## src/rtl/alu_exec_seq.sv

```systemverilog
// alu_exec_seq: four-state execute sequencer around an external 8-bit ALU.
// Operands and opcode reach the ALU from registers; result and flags are captured before write-back.
module alu_exec_seq #(
  parameter int REG_COUNT = 8,
  parameter int DATA_W    = 8
) (
  input  logic              clk,
  input  logic              rst_n,
  input  logic              in_valid,
  output logic              in_ready,
  input  logic [2:0]        in_op,
  input  logic [2:0]        in_rd,
  input  logic [2:0]        in_rs1,
  input  logic [2:0]        in_rs2,
  input  logic              in_imm_en,
  input  logic [DATA_W-1:0] in_imm,
  input  logic              wr_en,
  input  logic [2:0]        wr_addr,
  input  logic [DATA_W-1:0] wr_data,
  output logic [DATA_W-1:0] alu_a,
  output logic [DATA_W-1:0] alu_b,
  output logic [2:0]        alu_opcode,
  input  logic [DATA_W-1:0] alu_y,
  input  logic              alu_z,
  input  logic              alu_c,
  output logic              done,
  output logic [2:0]        done_rd,
  output logic [DATA_W-1:0] done_data,
  output logic              flag_z,
  output logic              flag_c,
  input  logic [2:0]        dbg_addr,
  output logic [DATA_W-1:0] dbg_data
);

  localparam int AW = 3;

  typedef enum logic [1:0] {
    IDLE = 2'd0,
    READ = 2'd1,
    EXEC = 2'd2,
    WB   = 2'd3
  } state_t;

  state_t            state_r;
  state_t            state_nxt_s;
  logic              accept_s;
  logic              ready_r;
  logic              done_r;
  logic [AW-1:0]     done_rd_r;

  logic [2:0]        op_r;
  logic [AW-1:0]     rd_r;
  logic [AW-1:0]     rs1_r;
  logic [AW-1:0]     rs2_r;
  logic              imm_en_r;
  logic [DATA_W-1:0] imm_r;

  logic [DATA_W-1:0] alu_a_r;
  logic [DATA_W-1:0] alu_b_r;
  logic [2:0]        alu_op_r;
  logic [DATA_W-1:0] res_r;
  logic              cz_r;
  logic              cc_r;
  logic              flag_z_r;
  logic              flag_c_r;

  logic [DATA_W-1:0] rf_r [REG_COUNT];

  assign accept_s = in_valid & ready_r;

  // Next-state decode: strictly IDLE -> READ -> EXEC -> WB -> IDLE.
  always_comb begin
    state_nxt_s = state_r;
    case (state_r)
      IDLE: begin
        if (accept_s) begin
          state_nxt_s = READ;
        end else begin
          state_nxt_s = IDLE;
        end
      end
      READ:    state_nxt_s = EXEC;
      EXEC:    state_nxt_s = WB;
      WB:      state_nxt_s = IDLE;
      default: state_nxt_s = IDLE;
    endcase
  end

  // State register plus handshake/completion outputs, all derived from the next state.
  always_ff @(posedge clk or negedge rst_n) begin
    if (!rst_n) begin
      state_r   <= IDLE;
      ready_r   <= 1'b1;
      done_r    <= 1'b0;
      done_rd_r <= {AW{1'b0}};
    end else begin
      state_r <= state_nxt_s;
      ready_r <= (state_nxt_s == IDLE);
      done_r  <= (state_nxt_s == WB);
      if (state_nxt_s == WB) begin
        done_rd_r <= rd_r;
      end else begin
        done_rd_r <= done_rd_r;
      end
    end
  end

  // Instruction latch; the upstream fields may change freely once accepted.
  always_ff @(posedge clk or negedge rst_n) begin
    if (!rst_n) begin
      op_r     <= 3'b000;
      rd_r     <= {AW{1'b0}};
      rs1_r    <= {AW{1'b0}};
      rs2_r    <= {AW{1'b0}};
      imm_en_r <= 1'b0;
      imm_r    <= {DATA_W{1'b0}};
    end else if (accept_s) begin
      op_r     <= in_op;
      rd_r     <= in_rd;
      rs1_r    <= in_rs1;
      rs2_r    <= in_rs2;
      imm_en_r <= in_imm_en;
      imm_r    <= in_imm;
    end else begin
      op_r     <= op_r;
      rd_r     <= rd_r;
      rs1_r    <= rs1_r;
      rs2_r    <= rs2_r;
      imm_en_r <= imm_en_r;
      imm_r    <= imm_r;
    end
  end

  // ALU operand/opcode registers; rf reads see contents from before any same-edge write.
  always_ff @(posedge clk or negedge rst_n) begin
    if (!rst_n) begin
      alu_a_r  <= {DATA_W{1'b0}};
      alu_b_r  <= {DATA_W{1'b0}};
      alu_op_r <= 3'b000;
    end else if (state_r == READ) begin
      alu_a_r  <= rf_r[rs1_r];
      alu_b_r  <= imm_en_r ? imm_r : rf_r[rs2_r];
      alu_op_r <= op_r;
    end else begin
      alu_a_r  <= alu_a_r;
      alu_b_r  <= alu_b_r;
      alu_op_r <= alu_op_r;
    end
  end

  // Result and flag capture from the ALU at the end of EXEC.
  always_ff @(posedge clk or negedge rst_n) begin
    if (!rst_n) begin
      res_r <= {DATA_W{1'b0}};
      cz_r  <= 1'b0;
      cc_r  <= 1'b0;
    end else if (state_r == EXEC) begin
      res_r <= alu_y;
      cz_r  <= alu_z;
      cc_r  <= alu_c;
    end else begin
      res_r <= res_r;
      cz_r  <= cz_r;
      cc_r  <= cc_r;
    end
  end

  // Architectural flags move only on the write-back edge.
  always_ff @(posedge clk or negedge rst_n) begin
    if (!rst_n) begin
      flag_z_r <= 1'b0;
      flag_c_r <= 1'b0;
    end else if (state_r == WB) begin
      flag_z_r <= cz_r;
      flag_c_r <= cc_r;
    end else begin
      flag_z_r <= flag_z_r;
      flag_c_r <= flag_c_r;
    end
  end

  // Register file: write-back has priority over an external write to the same address.
  always_ff @(posedge clk or negedge rst_n) begin
    if (!rst_n) begin
      for (int i = 0; i < REG_COUNT; i++) begin
        rf_r[i] <= {DATA_W{1'b0}};
      end
    end else begin
      for (int i = 0; i < REG_COUNT; i++) begin
        if ((state_r == WB) && (rd_r == AW'(i))) begin
          rf_r[i] <= res_r;
        end else if (wr_en && (wr_addr == AW'(i))) begin
          rf_r[i] <= wr_data;
        end else begin
          rf_r[i] <= rf_r[i];
        end
      end
    end
  end

  assign in_ready   = ready_r;
  assign alu_a      = alu_a_r;
  assign alu_b      = alu_b_r;
  assign alu_opcode = alu_op_r;
  assign done       = done_r;
  assign done_rd    = done_rd_r;
  assign done_data  = res_r;
  assign flag_z     = flag_z_r;
  assign flag_c     = flag_c_r;
  assign dbg_data   = rf_r[dbg_addr];

endmodule
```

## config.mk

```make
export PLATFORM = sky130hd
export DESIGN_NAME = alu_exec_seq
export DESIGN_NICKNAME = d
export VERILOG_FILES = /design/src/rtl/alu_exec_seq.sv
export SDC_FILE = /design/constraint.sdc
export NUM_CORES = 1
export LEC_CHECK = 0
export CORE_AREA = 2 2 136 138
export DETAILED_ROUTE_END_ITERATION = 16
export DIE_AREA = 0 0 138 140
export HOLD_SLACK_MARGIN = 0.06
export PLACE_DENSITY = 0.62
export SYNTH_ARGS = -nofsm -noshare
export SYNTH_HDL_FRONTEND = slang
export SYNTH_SLANG_ARGS = --single-unit
```

## constraint.sdc

```tcl
create_clock -name clk -period 3.8 [get_ports clk]
set_input_delay 0.76 -clock clk [delete_from_list [all_inputs] [get_ports clk]]
set_output_delay 0.76 -clock clk [all_outputs]
set_load 0.01 [all_outputs]
```

### After elaboration in Yosys (flattened, before gate mapping)

Cells that the tools add are included.

* flip-flop bits (word level): 123
* output and inout port bits: 42

* order comparisons: 3
* eq/ne operators: 18
* mux-type cells: 28
* bitwise gates (word level): 4
* reductions and logical operators: 28

Operators with widths (count)
* 8-bit two-way mux: 23
* 8-bit binary-select mux with 3-bit select: 3
* 3-bit equality test (second input constant): 8
* 1-bit logical AND: 16
* 2-bit nonzero test: 8
* 3-bit by 2-bit equality test with 1-bit output (second input constant): 4
* 4-bit greater-or-equal comparator (second input constant): 3
* 3-bit NOT with 4-bit output: 3
* 2-bit case mux with 4 select lines: 1
* 2-bit equality test (second input constant): 3
* 3-bit by 1-bit equality test with 1-bit output (second input constant): 2
* 3-bit logical NOT: 2
* 2-bit logical NOT: 2
* 2-bit by 1-bit equality test with 1-bit output (second input constant): 1
* 1-bit bitwise AND: 1
* 1-bit two-way mux: 1

### Longest topological paths before layout

* word-level depth: 5
* depth in mapped cells: 7

### Worst setup path before layout

Ideal clock, no wire load.

* path type: input-to-output
* start point: input dbg_addr[0]
* end point: output dbg_data[0]
* arrival time: 1.821 ns
* setup slack: 1.219 ns
* cell stages on the path: 4
* path buffers: 2
* cell sequence: buf_6 > buf_12 > mux4_1 > mux2_2

* longest elaborated chain between the ends: 4

RTL lines
* start, declared: line 31 `input logic [2:0] dbg_addr,`
* 3-bit NOT with 4-bit output (not written as such): line 210 `assign dbg_data = rf_r[dbg_addr];`
* 8-bit binary-select mux with 3-bit select: line 210
* 8-bit two-way mux (not written as such) (2 in series): line 210
* end, declared: line 32 `output logic [DATA_W-1:0] dbg_data`

Every way passes these cells. The select of a mux whose other input is x is not followed.

### Worst setup path after layout

* start point: input dbg_addr[0]
* end point: output dbg_data[3]

The elaborated chain is that of the path after synthesis.

==> run_summary.xml <==
<?xml version="1.0" encoding="UTF-8"?>
<metrics>
  <group name="timing">
    <metric name="finalHoldViolCount" unit="">0</metric>
    <metric name="fin_setup_tns" unit="ns">0</metric>
    <metric name="drv_slew" unit="">0</metric>
    <metric name="rsz0062_at_grt" unit="">no</metric>
    <metric name="setup_violations" unit="">0</metric>
    <metric name="tightest_slew" unit="ns">1.153</metric>
    <metric name="maxSlewHeadroom" unit="">0.2314</metric>
    <metric name="fin_skew" unit="ns">0.009965</metric>
    <metric name="highest_achievable_clock_rate" unit="GHz">0.2821</metric>
    <metric name="timing.final.crit_share" unit="">0.9328</metric>
    <metric name="post-route-worst-setup-slack" unit="ns">0.2553</metric>
    <metric name="post-route-min-period" unit="ns">3.545</metric>
  </group>
  <group name="detailed_routing">
    <metric name="drtAntennaViolNets" unit="">0</metric>
    <metric name="violation_count_after_the_first_detailed_routing_iteration" unit="">450</metric>
    <metric name="wl_per_cell" unit="µm">20.00</metric>
    <metric name="post_drt_via_cell_ratio" unit="">5.638</metric>
    <metric name="routed_wirelength" unit="µm">18400</metric>
    <metric name="dr_total_vias" unit="">5187</metric>
    <metric name="post-route-drc-count" unit="">0</metric>
    <metric name="first_pass_detailed_route_iteration_total" unit="">7</metric>
  </group>
  <group name="place">
    <metric name="port-buffer-count" unit="">90</metric>
    <metric name="detailedPlace.worstSlack" unit="ns">0.2498</metric>
    <metric name="detailedPlacementHpwl" unit="µm">13340</metric>
    <metric name="post_dp_cell_area" unit="mm²">0.008008</metric>
    <metric name="place_congestion" unit="">0.9522</metric>
    <metric name="post_placement_cell_count" unit="">887</metric>
  </group>
  <group name="critical_path">
    <metric name="worstPathArrival" unit="ns">2.78</metric>
    <metric name="worstPathMaxFanout" unit="">16</metric>
    <metric name="reg2reg_slack" unit="ns">1.55</metric>
    <metric name="critical_path.endpoint_type" unit="">output pin</metric>
    <metric name="ff2ff_path_depth" unit="">3</metric>
    <metric name="reg2reg_to" unit="">alu_b[6]</metric>
    <metric name="reg2reg_from" unit="">rs2_r[0]</metric>
    <metric name="worst_setup_path_start_kind" unit="">input pin</metric>
    <metric name="category_of_the_most_critical_setup_path" unit="">in -&gt; out</metric>
    <metric name="required" unit="ns">3.04</metric>
  </group>
  <group name="pwr">
    <metric name="total_power" unit="µW">7471</metric>
    <metric name="vdd_drop_max" unit="mV">0.3737</metric>
    <metric name="cellPowerDensity" unit="mW/mm²">869.5</metric>
    <metric name="power.leakage" unit="µW">0.003595</metric>
  </group>
  <group name="cts">
    <metric name="ctsLongestPathBuffers" unit="">2</metric>
    <metric name="cts_tree" unit="">yes</metric>
    <metric name="cts_setup_buffers" unit="">0</metric>
    <metric name="clock_tree.root_cell" unit="">clkbuf_16</metric>
    <metric name="numClockSinks" unit="">123</metric>
    <metric name="post_cts_resize_count" unit="">0</metric>
    <metric name="h-tree-depth" unit="">4</metric>
    <metric name="clk_pin_slew" unit="ns">0.06</metric>
    <metric name="clk-insertion-delay-late" unit="ns">0.43</metric>
    <metric name="hold_buf_cts" unit="">0</metric>
    <metric name="cts_inserted_buffers" unit="">17</metric>
  </group>
  <group name="floorplanning">
    <metric name="chipHeight" unit="µm">140</metric>
    <metric name="die-area" unit="mm²">0.01932</metric>
    <metric name="placementRows" unit="">49</metric>
    <metric name="core_area" unit="mm²">0.01778</metric>
    <metric name="ios" unit="">91</metric>
    <metric name="initial_core_util" unit="">0.3946</metric>
    <metric name="die_width" unit="µm">138</metric>
  </group>
  <group name="synthesis">
    <metric name="synth_top_area_frac" unit="">0.4352</metric>
    <metric name="netlist_top_cells_area" unit="">dfrtp_1, mux2i_1, mux2_2, mux4_1, o21ai_0</metric>
    <metric name="postSynthCellCount" unit="">623</metric>
    <metric name="synth.avg_cell_area" unit="µm²">11.26</metric>
    <metric name="synth.yosys.warnings" unit="">0</metric>
    <metric name="synth_seq_area_share" unit="">0.4389</metric>
    <metric name="synth_fp_nets" unit="">676</metric>
    <metric name="count_of_unique_library_cells_instantiated_by_yosys" unit="">34</metric>
    <metric name="number_of_synthesized_register_bits" unit="">123</metric>
    <metric name="syn_area" unit="mm²">0.007015</metric>
    <metric name="synthDominantAreaCellType" unit="">dfrtp_1</metric>
  </group>
  <group name="run">
    <metric name="maxCapViolations" unit="">0</metric>
  </group>
  <group name="grt">
    <metric name="antenna_found_initial" unit="">0</metric>
    <metric name="grt_first_pass_wirelength" unit="µm">29990</metric>
    <metric name="first_global_vias" unit="">5368</metric>
    <metric name="grt.total_usage" unit="">0.1971</metric>
    <metric name="grtUsageMet2" unit="">0.3098</metric>
    <metric name="grt.met3_usage" unit="">0.04376</metric>
    <metric name="globalRouteOverflowTotal" unit="">0</metric>
    <metric name="grt_start_max_net_pins" unit="">64</metric>
    <metric name="grt_busiest_layer" unit="">met2</metric>
    <metric name="groute.layer.met1.usage" unit="">0.2685</metric>
  </group>
  <group name="final_layout">
    <metric name="final_cell_mix" unit="">dfrtp_1, mux2i_1, clkdlybuf4s50_1</metric>
    <metric name="n_antenna_cell" unit="">0</metric>
    <metric name="post-route-cell-area" unit="mm²">0.008592</metric>
    <metric name="final_common_cell" unit="">dfrtp_1</metric>
    <metric name="design.final.nets" unit="">731</metric>
    <metric name="share_of_post_route_cells_with_drive_strength_above_1" unit="">0.1809</metric>
    <metric name="finish.cell_count_without_fillers" unit="">920</metric>
    <metric name="area_growth_syn_to_layout" unit="%">22.47</metric>
  </group>
  <group name="hold_path">
    <metric name="class_of_the_tightest_hold_or_removal_check" unit="">in -&gt; async</metric>
  </group>
  <group name="status">
    <metric name="status" unit="">finished, final reports clean</metric>
  </group>
</metrics>
power by group:
part	total [µW]	internal [µW]	switching, µW
combinational	2980	1720	1260
clock	1580	927	653
sequential	2910	1980	930
per-layer routing:
metal / vias to the layer above / routed length [µm]
met4: 0 / 360
li1: 2413 / -
met5: - / 0
met1: 2564 / 8431
met2: 181 / 8616
met3: 29 / 995
sequential cells by signal, summed over array words and instances, names as in the netlist, 3 cells and up:
| signal | count |
|---|---|
| done_data | 8 |
| rs2_r | 3 |
| alu_opcode | 3 |
| rs1_r | 3 |
| alu_a | 8 |
| alu_b | 8 |
| done_rd | 3 |
| op_r | 3 |
| rf_r | 64 |
| imm_r | 8 |
| rd_r | 3 |
stage by stage:
| step | util | hold WS [ns] |
|---|---|---|
| 4_1_cts | 0.4828 | 0.4560 |
| 5_1_grt | 0.4833 | 0.4783 |
| 3_3_place_gp | 0.4504 | 0.4825 |
| 2_1_floorplan | - | 0.4644 |
| 3_5_place_dp | 0.4504 | 0.4890 |
| 6_report | 0.4833 | 0.4076 |
synthesized netlist by cell type:
library cell,number
mux2i_1,104
and4bb_2,4
a21oi_1,34
nand3_1,9
mux4_1,16
a31oi_1,6
buf_1,5
dfstp_2,1
nand4b_1,6
a31o_2,2
dfrtp_1,122
buf_4,2
clkbuf_2,1
nor4b_2,1
inv_1,3
o21ai_1,2
nand2_1,49
mux2_2,71
clkbuf_1,34
nor4b_1,1
a222oi_1,6
buf_12,1
ha_1,4
a41o_1,8
nand4_1,2
buf_6,2
nor4bb_1,2
and2_1,1
o21ai_0,37
nor2_1,37
nand3b_1,6
buf_2,19
a22oi_1,12
nor2b_1,13
critical path: stages:
cell	delay (ns)
clkdlybuf4s50_1	0.51
buf_12	0.17
mux4_1	0.55
mux2_2	0.30
clkdlybuf4s50_1	0.49
area by class of cell:
type	instances	area [µm²]
Sequential cell	123	3079
Clock inverter	14	137.6
Timing Repair Buffer	100	998.5
Multi-Input combinational cell	433	3640
Tap cell	229	286.5
Inverter	3	11.26
Clock buffer	18	439.2
Fill cell	1568	9188
how the worst max path moves through the flow:
stage,startpoint,endpoint,depth (start not counted)
3_3_place_gp,dbg_addr[0],dbg_data[2],5
4_1_cts,dbg_addr[0],dbg_data[7],5
5_1_grt,dbg_addr[0],dbg_data[3],5
6_report,dbg_addr[0],dbg_data[3],5
3_5_place_dp,dbg_addr[0],dbg_data[7],5
2_1_floorplan,dbg_addr[0],dbg_data[0],4
logic make-up after synthesis:
kind of cell               share of synthesized area
adders and majority gates                   0.007134
DFF                                           0.4389
and+or+nand+nor                              0.09399
buffers and inverters                        0.04494
muxes                                         0.3223
AOI/OAI and AO/OA                            0.09274
Note: power is estimated with default switching activity, not from simulation.
